### src/rtl/cpu_divide_sequencer.sv
// Sequences one RISC-V M-extension divide/remainder through a fixed-latency external divider,
// short-circuiting divide-by-zero and signed overflow without waiting on the divider.
module cpu_divide_sequencer #(
    parameter int LATENCY = 2   // divider register stages, 1..14
) (
    input  logic        i_clock,
    input  logic        i_reset,
    input  logic        i_request,
    input  logic [1:0]  i_op,
    input  logic [31:0] i_rs1,
    input  logic [31:0] i_rs2,
    input  logic        i_flush,
    output logic        o_signed,
    output logic [31:0] o_numerator,
    output logic [31:0] o_denominator,
    input  logic [31:0] i_div_result,
    input  logic [31:0] i_div_remainder,
    output logic        o_busy,
    output logic        o_ready,
    output logic [31:0] o_rd
);

    typedef enum logic [1:0] {
        IDLE = 2'd0,
        WAIT = 2'd1,
        DONE = 2'd2
    } state_t;

    localparam logic [3:0] COUNT_LOAD = 4'(LATENCY + 1);

    state_t      state_reg, state_next;
    logic [3:0]  count_reg, count_next;
    logic [1:0]  op_reg, op_next;
    logic        signed_reg, signed_next;
    logic [31:0] num_reg, num_next;
    logic [31:0] den_reg, den_next;
    logic [31:0] rd_reg, rd_next;

    logic div_by_zero;
    logic signed_overflow;

    // op[0]=1 selects the unsigned variants, op[1]=1 selects remainder
    assign div_by_zero     = (i_rs2 == 32'd0);
    assign signed_overflow = !i_op[0] && (i_rs1 == 32'h8000_0000) && (i_rs2 == 32'hFFFF_FFFF);

    always_ff @(posedge i_clock or negedge i_reset) begin
        if (!i_reset) begin
            state_reg  <= IDLE;
            count_reg  <= '0;
            op_reg     <= '0;
            signed_reg <= 1'b0;
            num_reg    <= '0;
            den_reg    <= '0;
            rd_reg     <= '0;
        end else begin
            state_reg  <= state_next;
            count_reg  <= count_next;
            op_reg     <= op_next;
            signed_reg <= signed_next;
            num_reg    <= num_next;
            den_reg    <= den_next;
            rd_reg     <= rd_next;
        end
    end

    always_comb begin
        state_next  = state_reg;
        count_next  = count_reg;
        op_next     = op_reg;
        signed_next = signed_reg;
        num_next    = num_reg;
        den_next    = den_reg;
        rd_next     = rd_reg;
        case (state_reg)
            IDLE: begin
                if (i_request && !i_flush) begin
                    num_next    = i_rs1;
                    den_next    = i_rs2;
                    signed_next = !i_op[0];
                    op_next     = i_op;
                    if (div_by_zero) begin
                        rd_next    = i_op[1] ? i_rs1 : 32'hFFFF_FFFF;
                        state_next = DONE;
                    end else if (signed_overflow) begin
                        rd_next    = i_op[1] ? 32'd0 : 32'h8000_0000;
                        state_next = DONE;
                    end else begin
                        count_next = COUNT_LOAD;
                        state_next = WAIT;
                    end
                end
            end
            WAIT: begin
                if (i_flush) begin
                    count_next = '0;
                    state_next = IDLE;
                end else if (count_reg == 4'd1) begin
                    rd_next    = op_reg[1] ? i_div_remainder : i_div_result;
                    count_next = '0;
                    state_next = DONE;
                end else begin
                    count_next = count_reg - 4'd1;
                end
            end
            DONE: begin
                state_next = IDLE;
            end
            default: begin
                count_next = '0;
                state_next = IDLE;
            end
        endcase
    end

    assign o_busy        = (state_reg != IDLE);
    assign o_ready       = (state_reg == DONE);
    assign o_signed      = signed_reg;
    assign o_numerator   = num_reg;
    assign o_denominator = den_reg;
    assign o_rd          = rd_reg;

endmodule

### config.mk
export PLATFORM = sky130hd
export DESIGN_NAME = cpu_divide_sequencer
export DESIGN_NICKNAME = d
export VERILOG_FILES = /design/src/rtl/cpu_divide_sequencer.sv
export SDC_FILE = /design/constraint.sdc
export NUM_CORES = 1
export LEC_CHECK = 0
export BUFFER_PORTS_ARGS = -buffer_cell sky130_fd_sc_hd__buf_2
export CAP_MARGIN = 20
export CORE_MARGIN = 3
export CORE_UTILIZATION = 43
export CTS_CLUSTER_DIAMETER = 60
export DETAILED_ROUTE_END_ITERATION = 7
export PLACE_DENSITY = 0.77
export SETUP_SLACK_MARGIN = 0.4
export SYNTH_ARGS = -nofsm -noshare
export SYNTH_HDL_FRONTEND = slang
export SYNTH_SLANG_ARGS = --single-unit
export TNS_END_PERCENT = 50
### constraint.sdc
create_clock -name i_clock -period 2 [get_ports i_clock]
set_input_delay 0.3 -clock i_clock [delete_from_list [all_inputs] [get_ports i_clock]]
set_output_delay 0.3 -clock i_clock [all_outputs]
set_load 0.05 [all_outputs]
==> summary.txt <==
CP max-delay cell: or4_4
Clock-pin slew of the registers on the worst-case setup and hold paths: 0.07 ns
Reg-to-reg setup timing slack: 0.10 ns
GRT Residual Overflow: 0
Synth warn: 0
Setup-failing EPs final: 32
Setup ws final: -0.0543 ns
Hold path cells: 2
Net Sw Power: 5.51 mW
Total iterations of the first detailed-routing run: 5
Fill cells: 876
Post-synthesis sequential area ratio: 49.8%
Crit-path max FO: 19
Die Area: 13500 um^2
Post-Route Skew: 0.00537 ns
Gpl congestion: 0.920
Final #Nets: 842
DR iter-0 viols: 264
Footprint of the multi-input gates: 2800 um^2
Buffers added on ports: 232
Final period util: 103%
Slew margin rel.: 59.6%
FF-to-FF Start: count_reg[1]
Critical Path, Cell by Cell: buf_6 > or4_4 > nor4_4 > buf_4 > nand4_1 > nor2_2 > o31ai_4 > buf_12 > mux2_4
Synth Net Count: 563
CP Buf/Inv Count: 3
Cell Area, Synth: 5230 um^2
Largest net degree at the start of global routing: 45
Worst VDD drop: 848 uV
Drt total wl: 17100 um
EDFF count, synth: 0
Final Max Slew Viols: 0
Critical Path Start Type: input port
Post-Layout Inst Area: 7820 um^2
Synth-to-layout area growth: 49.6%
Worst r2r dst: o_rd[6]
Clock sink total: 104
Gate Count Post-Synth: 427
Io pins: 233
Antenna Nets Post-Route: 0
Routed vias/inst: 5.37
Post-synth cell types: 37
Data required, critical path: 2.22 ns
Pint: 6.25 mW
Post-layout min period: 2.05 ns
Worst Path Arrival: 2.28 ns
Unrepaired setup endpoints after global routing: true
Synth top area share: 49.8%
Status: finished with violations
Yosys top cell by area: dfrtp_1
Seq. cell area: 2610 um^2
Synth top area cells: dfrtp_1 50%, mux2_2 14%, mux2_4 8.3%
Hold_sp: i_op[0]
Most frequent cells in the layout: 227 x buf_2, 102 x dfrtp_1, 94 x mux2_4
Total power: 11.8 mW
Worst R2R Path Depth: 9
Chip height: 116 um
Commonest non-fill, non-tap cell in the layout: buf_2
Hold Path Sink: o_signed
Global-route total usage across every layer: 24.8%
Clk pwr share: 15.8%
CP peak stage delay: 0.55 ns
DP HPWL: 12600 um
PwrDens: 1500 nW/um^2
Share of cells above drive strength 1: 59.2%
Num rows: 39
Async S/R FF share, synth: 100%
CP Class: input port to flip-flop
Worst-margin pin slew: 0.606 ns
DP Area: 7080 um^2
Comb power frac: 54.6%
Final hold violation count: 0
# diodes: 0
CP endpoint kind: flip-flop
Seq cells post-synth: 104
Achievable Freq: 487 MHz
Flop pwr share: 29.7%
Initial antenna violation count: 0
Net Sw Frac: 46.9%
Delay-heaviest family, CP: simple AND/OR/NAND/NOR gates
Core area: 11700 um^2
Num CTS Buffers: 9
Crit path depth: 9
Die X: 116 um
CTS Buffer Depth: 2
Initial core utilization: 44.8%
# DRC: 0
Min-delay worst type: input port to flip-flop
Final core occ: 67.1%
Ys flop type: dfrtp_1
Max_cap viols: 0
Mapped Avg Cell Area: 12.2 um^2
Leakage: 4.05 nW
Failing checks: negative setup slack
TritonCTS clock tree: built
Min Hold Slack: 0.179 ns
Clk Latency, worst-skew pair: 0.34 ns
Root buffer selected by CTS: clkbuf_16
Routed length per instance: 20.0 um
Via count: 4578
Vias in the first global route: 4727
H-tree depth: 3
First-pass GRT wire length: 25800 um
## synthesized netlist by cell type, types with 2 or more instances
cell type  instances
a21o_1             2
a21oi_1            2
buf_1              2
buf_2              7
buf_6              3
clkbuf_1          16
dfrtp_1          104
ha_1               2
inv_1              4
mux2_1             3
mux2_2            65
mux2_4            29
mux2i_1           33
nand2_1            4
nand2b_1          32
nand3_1           31
nand4_1            9
nand4b_1           2
nor2_1             6
nor2b_1            3
nor3_1             2
nor3b_1            4
nor4_1            15
o21ai_0           33
or4_1              2
## routing by layer
layer / wire, um / GRT usage, % / vias up
li1: - / - / 2109
met5: 0 / 0 / -
met2: 8150 / 39.9 / 210
met3: 1360 / 6.94 / 38
met1: 7060 / 32.1 / 2221
met4: 504 / 8.89 / 0
## power groups by stage
stage	registers, mW	clock network, mW	logic [mW]
after detailed placement	3.49	0	6.14
after floorplan	6.18	0	1.81
after global placement	3.45	0	6.03
after global routing	3.59	1.97	6.69
final	3.49	1.85	6.42
after CTS	3.48	1.89	6.41
## kinds of logic after synthesis
kind of cell | Yosys count | share of synthesized area (%)
compound gates | 45 | 4.90
fa+ha+maj | 2 | 0.478
buf+inv | 32 | 2.89
flops | 104 | 49.8
mux | 130 | 29.3
simple gates | 114 | 12.7
## stage by stage
| stage | setup WS [ns] | std cells | TNS [ns] |
|---|---|---|---|
| final | -0.0543 | 853 | -1.22 |
| after global placement | -0.374 | 824 | -12.57 |
| after global routing | -0.127 | 853 | -3.79 |
| after detailed placement | -0.482 | 824 | -16.45 |
| after CTS | -0.0386 | 849 | -0.760 |
| after floorplan | -0.0377 | 427 | -1.07 |
## area by class of cell
type | count | share of cell area (%)
Multi-Input combinational cell | 291 | 35.8
Clock buffer | 12 | 3.02
Clock inverter | 3 | 0.864
Inverter | 4 | 0.192
Timing Repair Buffer | 296 | 24.5
Tap cell | 143 | 2.29
Sequential cell | 104 | 33.3
## how the worst max path moves through the flow
stage               startpoint       end
floorplan            i_rs1[20]  o_rd[10]
global placement     i_rs1[20]   o_rd[8]
detailed placement   i_rs1[20]   o_rd[6]
CTS                  i_rs1[16]   o_rd[5]
global route         i_rs1[16]  o_rd[16]
finish               i_rs1[16]   o_rd[6]
## what timing repair did
| action | 4_1_cts | 5_1_grt |
|---|---|---|
| pin swaps | 8 | 5 |
| endpoints found under the hold margin | 22 | 0 |
| cloned | 4 | 0 |
| hold buffers | 1 | 0 |
| buffers inserted | 5 | 4 |
| gates resized for setup | 50 | 7 |
| setup endpoints to repair | 105 | 105 |
No activity file was read; power rests on OpenSTA's default activity.
